**config.mk**
```make
export PLATFORM = sky130hd
export DESIGN_NAME = dram_wr_arbiter
export DESIGN_NICKNAME = d
export VERILOG_FILES = /design/src/rtl/dram_wr_arbiter.sv
export SDC_FILE = /design/constraint.sdc
export NUM_CORES = 1
export LEC_CHECK = 0
export CAP_MARGIN = 20
export CORE_AREA = 2 2 316 318
export DETAILED_ROUTE_END_ITERATION = 10
export DIE_AREA = 0 0 318 320
export GPL_ROUTABILITY_DRIVEN = 1
export REMOVE_ABC_BUFFERS = 1
export SYNTH_ARGS = -nofsm -noshare
export SYNTH_HDL_FRONTEND = slang
export SYNTH_SLANG_ARGS = --single-unit
```
**constraint.sdc**
```tcl
create_clock -name clk -period 3.3 [get_ports clk]
set_input_delay 0.66 -clock clk [delete_from_list [all_inputs] [get_ports clk]]
set_output_delay 0.66 -clock clk [all_outputs]
set_load 0.005 [all_outputs]
```
**src/rtl/dram_wr_arbiter.sv**
```systemverilog
// Round-robin arbiter sharing one Avalon-MM DDR3 write port among N_CH reorder buffers.
// Define DRAM_ARB_STATS_EN to add per-channel burst counters and a stall-cycle counter.
module dram_wr_arbiter #(
  parameter int N_CH      = 2,
  parameter int BURST_LEN = 16,
  parameter int ADDR_W    = 25,
  parameter int DATA_W    = 256,
  parameter int CH_BITS   = 3
) (
  input  logic                     clk,
  input  logic                     rst_n,
  input  logic [N_CH-1:0]          bram_ready_mask,
  input  logic [N_CH*DATA_W-1:0]   bram_rd_data,
  output logic [N_CH-1:0]          bram_rd_request,
  output logic [CH_BITS-1:0]       bram_sel,
  output logic                     avl_write,
  output logic                     avl_beginbursttransfer,
  output logic [4:0]               avl_burstcount,
  output logic [ADDR_W-1:0]        avl_address,
  output logic [DATA_W-1:0]        avl_writedata,
  input  logic                     avl_waitrequest_n,
  output logic                     busy
`ifdef DRAM_ARB_STATS_EN
  ,
  output logic [N_CH*32-1:0]       burst_count_flat,
  output logic [31:0]              stall_cycles
`endif
);

  localparam int CB = $clog2(N_CH);
  localparam int RB = ADDR_W - CB;
  localparam int CW = $clog2(BURST_LEN) + 1;

  localparam logic [1:0] IDLE  = 2'd0;
  localparam logic [1:0] GRANT = 2'd1;
  localparam logic [1:0] BURST = 2'd2;

  localparam logic [CW-1:0] BL    = CW'(BURST_LEN);
  localparam logic [CW-1:0] BL_M1 = CW'(BURST_LEN - 1);

  logic [1:0]        state;
  logic [CB-1:0]     rr_ptr;
  logic [CB-1:0]     gnt_q;
  logic [CB-1:0]     sel_q;
  logic [CB-1:0]     pick;
  logic [CB-1:0]     idx;
  logic              found;
  logic [RB-1:0]     ptr [N_CH];
  logic [CW-1:0]     fetch_cnt;
  logic [CW-1:0]     beat_cnt;
  logic              req_q;
  logic              started;
  logic [DATA_W-1:0] fifo [2];
  logic              wr_idx;
  logic              rd_idx;
  logic [1:0]        occ;
  logic [DATA_W-1:0] rd_word;
  logic              fetch;
  logic              push;
  logic              pop;
  logic              last;

  // First ready buffer at or after rr_ptr, wrapping modulo N_CH.
  always_comb begin
    pick  = '0;
    found = 1'b0;
    idx   = '0;
    for (int k = 0; k < N_CH; k++) begin
      idx = rr_ptr + CB'(k);
      if (!found && bram_ready_mask[idx]) begin
        pick  = idx;
        found = 1'b1;
      end
    end
  end

  assign rd_word = bram_rd_data[int'(sel_q)*DATA_W +: DATA_W];

  // At most two words live between the buffer read port and the FIFO.
  assign fetch = (state == BURST) && (fetch_cnt < BL) &&
                 (({1'b0, occ} + {2'b00, req_q}) < 3'd2);

  assign bram_rd_request = fetch ? (N_CH'(1) << sel_q) : '0;

  assign push = req_q;
  assign avl_write = (state == BURST) && (occ != 2'd0);
  assign pop  = avl_write && avl_waitrequest_n;
  assign last = pop && (beat_cnt == BL_M1);

  assign avl_writedata  = fifo[rd_idx];
  assign avl_burstcount = avl_write ? 5'(BURST_LEN) : 5'd0;
  assign avl_beginbursttransfer = avl_write && !started;
  assign busy = (state != IDLE);

  always_ff @(posedge clk or negedge rst_n) begin
    if (!rst_n) begin
      state       <= IDLE;
      rr_ptr      <= '0;
      gnt_q       <= '0;
      sel_q       <= '0;
      bram_sel    <= '0;
      avl_address <= '0;
      fetch_cnt   <= '0;
      beat_cnt    <= '0;
      req_q       <= 1'b0;
      started     <= 1'b0;
      for (int i = 0; i < N_CH; i++) ptr[i] <= '0;
    end else begin
      req_q <= fetch;
      case (state)
        IDLE: begin
          if (found) begin
            gnt_q <= pick;
            state <= GRANT;
          end
        end
        GRANT: begin
          sel_q       <= gnt_q;
          bram_sel    <= CH_BITS'(gnt_q);
          avl_address <= (ADDR_W'(gnt_q) << RB) | ADDR_W'(ptr[gnt_q]);
          fetch_cnt   <= '0;
          beat_cnt    <= '0;
          started     <= 1'b0;
          rr_ptr      <= gnt_q + CB'(1);
          state       <= BURST;
        end
        BURST: begin
          if (fetch) fetch_cnt <= fetch_cnt + CW'(1);
          if (pop) beat_cnt <= beat_cnt + CW'(1);
          if (avl_write) started <= 1'b1;
          // Region pointer wraps naturally at RB bits.
          if (last) begin
            ptr[sel_q] <= ptr[sel_q] + RB'(BURST_LEN);
            state      <= IDLE;
          end
        end
        default: state <= IDLE;
      endcase
    end
  end

  always_ff @(posedge clk or negedge rst_n) begin
    if (!rst_n) begin
      fifo[0] <= '0;
      fifo[1] <= '0;
      wr_idx  <= 1'b0;
      rd_idx  <= 1'b0;
      occ     <= 2'd0;
    end else begin
      if (push) begin
        fifo[wr_idx] <= rd_word;
        wr_idx       <= ~wr_idx;
      end
      if (pop) rd_idx <= ~rd_idx;
      occ <= occ + {1'b0, push} - {1'b0, pop};
    end
  end

`ifdef DRAM_ARB_STATS_EN
  logic [31:0] done_cnt [N_CH];

  always_ff @(posedge clk or negedge rst_n) begin
    if (!rst_n) begin
      for (int i = 0; i < N_CH; i++) done_cnt[i] <= '0;
      stall_cycles <= '0;
    end else begin
      if (last) done_cnt[sel_q] <= done_cnt[sel_q] + 32'd1;
      if (avl_write && !avl_waitrequest_n && (stall_cycles != '1))
        stall_cycles <= stall_cycles + 32'd1;
    end
  end

  for (genvar g = 0; g < N_CH; g++) begin : g_flat
    assign burst_count_flat[g*32 +: 32] = done_cnt[g];
  end
`endif

endmodule

```
### Word level (Yosys, flattened, before mapping)

Index checks and enable logic that the tools add are counted.

* flip-flop bits (word level): 606
* bits of input ports: 517
* output and inout bits: 294
* logic and storage cells: 106

* add/subtract/negate cells: 8
* $lt $le $gt $ge: 10
* equality and inequality tests: 8
* shift operators: 2
* mux-type cells: 34
* bitwise gates (word level): 7
* reductions and logical operators: 21

Operators by type and width (number)
* 256-bit two-way mux: 4
* 512-bit bitwise mux: 1
* 512-bit by 10-bit variable part select with 256-bit output: 1
* 256-bit demux with 1-bit select: 1
* 24-bit two-way mux: 7
* 48-bit bitwise mux: 1
* 25-bit by 24-bit bitwise OR with 25-bit output: 1
* 24-bit by 5-bit adder with 24-bit output (second input constant): 1
* 24-bit demux with 1-bit select: 1
* 5-bit one-hot mux with 2 select lines: 2
* 5-bit two-way mux: 3
* 2-bit AND reduction: 6
* 5-bit by 1-bit adder with 5-bit output (second input constant): 2
* 2-bit != test (second input constant): 5
* 1-bit logical AND: 9
* 1-bit two-way mux: 9
* 2-bit >= comparator (second input constant): 4
* 1-bit inverter with 2-bit output: 4
* 2-bit two-way mux: 3
* 2-bit one-hot mux with 3 select lines: 1
* 2-bit nonzero test: 3
* 5-bit by 4-bit equality test with 1-bit output (second input constant): 1
* 5-bit < comparator (second input constant): 1
* 1-bit by 2-bit < comparator with 1-bit output (second input constant): 2
* other kinds (13): 17

### Depth between registers and ports, before layout

* depth in word-level cells: 8
* mapped depth: 10
* gate-level depth less buffers: 9

### Least setup slack after synthesis

Ideal clock, no wire load.

* path kind: reg2reg
* start point: register avl_address[24] (netlist name)
* end point: register ptr[20] in the netlist's numbering
* library setup time: 0.079 ns
* arrival: 2.698 ns
* required time: 3.221 ns
* setup slack: 0.523 ns
* stages on the path, launching flop included: 11
* path buffers: 4
* period minus slack after synthesis: 2.777 ns
* cells stage by stage: dfrtp_1 -> buf_6 -> buf_2 -> buf_2 -> buf_2 -> mux2_2 -> ha_1 -> a21boi_0 -> nand4_1 -> nor3_1 -> xor2_1

RTL lines
* end signal: indexed assignment: line 133 `ptr[sel_q] <= ptr[sel_q] + RB'(BURST_LEN);`
* end: declaration: line 48 `logic [RB-1:0] ptr [N_CH];`

### Worst setup path after layout

* start point: register rd_idx
* end point: output avl_writedata[37]

* cells in the longest elaborated chain, start to end: 4

RTL lines
* start: declaration: line 55 `logic rd_idx;`
* start signal: assignment: line 154 `if (pop) rd_idx <= ~rd_idx;`
* 1-bit inverter with 2-bit output (not written as such): line 90 `assign avl_writedata = fifo[rd_idx];`
* 256-bit two-way mux (not written as such) (3 in series): line 90
* end: declaration: line 20 `output logic [DATA_W-1:0] avl_writedata,`

No other way between the ends. The select of a mux whose other input is x is not followed.

==> flow_summary.toml <==
[floorplanning]
initial_core_util_pct = 28.2
ios = 811
fp.dieArea_um2 = 102000
die-width_um = 318
die_h_um = 320
num_rows = 115
design.core.area_um2 = 98000

[hold_path]
hold_path_class = "flop to flop"

[setup_path]
crit_path_top_delay_cell = "dfrtp_4"
data_required_time_at_the_worst_endpoint_ns = 2.64
cp_slowest_stage_delay_ns = 0.47
signal_arrival_time_at_the_worst_endpoint_ns = 2.56
crit_path_end_kind = "primary output"
worstSetupStartpointType = "flop"
path_max_fanout = 59
critical_path_class = "flop to primary output"
timing.critical_path.cells = "buf_16 > buf_4 > mux2_2 > clkdlybuf4s50_1"
critPathBufInv = 3
crit_family = "buffers and inverters"

[timing]
slew_headroom_pct = 30.4
rsz_0062_raised_after_global_routing = "yes"
setup-tns-final_ns = 0
fin_crit_ns = 3.22
hold_viol = 0
finalMaxSlewViolations = 0
worst_slew_pin_slew_ns = 1.04
hold_slack_ns = 0.375
max_clock_skew_ns = 0.0229
timing.final.setup_violations = 0
period_share_pct = 97.6
clock.fmax_ghz = 0.311
finalWorstSetupSlack_ns = 0.0796

[run_status]
status = "finished clean"

[yosys]
synth_area_um2 = 27600
synth_ff_type = "dfrtp_1"
synth_top_cell_area_share_pct = 54.8
synthDistinctLibCells = 37
seq_area_frac_synth_pct = 54.8
synth-seq-cells = 605
yosys-top-cells-area = "dfrtp_1, mux2_2, mux2i_1"
yosys.area.top_type = "dfrtp_1"
synth-edff-count = 0
syn_area_per_cell_um2 = 10.6
synth_warnings = 0
count_of_mapped_cells_out_of_synthesis = 2614
ys_async_sr_fraction_pct = 100

[power_and_ir_drop]
power.density_cell_area_nw_per_um2 = 942
vdd_ir_drop_max_uv = 525
p_leak_nw = 16.7
fin_total_pwr_w = 0.0375

[global_route]
total_routing_usage_gr_pct = 16.8
grt_overflow = 0
grt_pass1_wl_um = 133000
via_count_of_the_first_global_routing_pass = 21900
antenna_found_initial = 0
grt_max_degree = 129

[clock_tree]
clkTransAtPathRegs_ns = 0.06
cts_buffer_depth = 3
clock_sink_count = 605
worstSkewPairLatency_ns = 0.61
ctsHtreeMaxLevel = 3
cts_setup_buffers = 0
clk_root_buffer_cell = "clkbuf_16"
cts_buffers = 71
tritoncts_clock_tree = "yes"

[routing]
final_antenna_net_count = 0
routed_via_density = 4.53
drt_drc_violations_left = 0
detailroute.via_count = 21400
avgRoutedWirePerCell_um = 18.5
wl_um = 87400
drt_iter0_drc = 1163
drt_first_pass_iters = 5

[finish]
fin_area_um2 = 39800
layout-drive-gt1-share_pct = 13.6
area_growth_pct = 44.3
fin_nets = 3906

[placed_design]
gp_congestion = 0.851
placed_cell_area_um2 = 37500
portBuffers = 804
hpwlAfterDp_um = 66300
placement.setup.worst_slack_ns = 0.680

[run]
max_cap_violations = 0
==> cell families (layout without fill, tap and decap cells) <==
logic type,after synthesis,count (layout),share of synthesized area (%)
simple gates,647,647,9.31
flops,605,605,54.8
compound gates,557,557,10.2
mux,542,542,20.8
buf+inv,210,1021,3.09
xor+xnor,46,46,1.46
fa+ha+maj,6,6,0.272
other cells,1,7,0.0136
==> path summary, 6_finish.rpt <==
check	start	endpoint	slack [ns]	cells past startpoint
worst min register to register	ptr[1]	ptr[1]	0.37	0
worst min-delay path	ptr[1]	ptr[1]	0.37	0
max in group asynchronous	rst_n	fifo[21]	1.72	4
worst max register to register	avl_address[24]	fifo[499]	0.84	3
min in group asynchronous	rst_n	ptr[27]	0.57	2
worst max-delay path	rd_idx	avl_writedata[37]	0.08	4
==> cell usage in the layout (no fill, tap or decap), types with 26 or more instances in the layout <==
cell type and n:
buf_4 58, buf_12 26, nand2_1 314, dfrtp_1 603
clkbuf_16 73, clkdlybuf4s50_1 802, xor2_1 26, o21ai_0 289
nor2_1 275, mux2i_1 282, a21oi_1 258, mux2_2 260
==> layer usage <==
metal	global-route usage, %	part of all wire [%]	up-vias
met5	0	0	-
met4	5.13	2.4	0
met3	3.63	5.2	104
met2	29.7	51	600
met1	20.4	42	10200
li1	-	-	10500
==> cell usage after synthesis, types with 5 or more instances <==
cell type and number:
mux2i_1 282, xor2_1 26, buf_1 28, xnor2_1 20
a21oi_1 258, nor2_1 275, nand3b_1 5, dfrtp_1 605
nand3_1 16, ha_1 6, mux2_2 260, nand2_1 314
buf_4 9, clkbuf_1 145, o21ai_0 289, nand4_1 12
nor3_1 8, buf_2 20, inv_1 7
==> worst register-to-register path: cells and delay by family, from the launching register on <==
family / cells / cell delay, ns
DFF: 1 / 0.70
buffers and inverters: 1 / 0.48
AOI/OAI and AO/OA: 1 / 0.15
muxes: 1 / 0.99
==> flip-flops by register name, summed over array words and instances (netlist names), 2 cells and up <==
register	count
avl_address	25
beat_cnt	5
fetch_cnt	5
fifo	512
occ	2
ptr	48
state	2
==> per-stage QoR <==
stage	utilization (%)	std cells
3_5_place_dp	38.3	4596
5_1_grt	40.7	4717
2_1_floorplan	-	2416
6_report	40.7	4718
3_3_place_gp	38.3	4596
4_1_cts	40.6	4717
==> area by class of cell <==
cell class,count,area [um2]
diodes,1,2.50
multi-input cells,1804,11700
clock buffers,104,2100
flip-flops and latches,605,15100
inverters,7,26.3
fillers,9534,58100
repair buffers,894,9090
well taps,1287,1610
clock inverters,16,176
==> what timing repair did <==
| action | in CTS | in global routing |
|---|---|---|
| endpoints found under the hold margin | 52 | 0 |
| pin swaps | 0 | 0 |
| resized for setup | 2 | 5 |
| setup endpoints to repair | 9 | 27 |
| hold buffers | 1 | 0 |
==> report_power, final <==
part / total (W) / internal, W / leakage (nW) / switching, W
registers: 0.0125 / 0.0105 / 7.07 / 0.00196
logic: 0.0174 / 0.00966 / 8.50 / 0.00774
clock network: 0.00767 / 0.00457 / 1.12 / 0.00310
total: 0.0375 / 0.0247 / 16.7 / 0.0128
No activity file was read; power rests on OpenSTA's default activity.
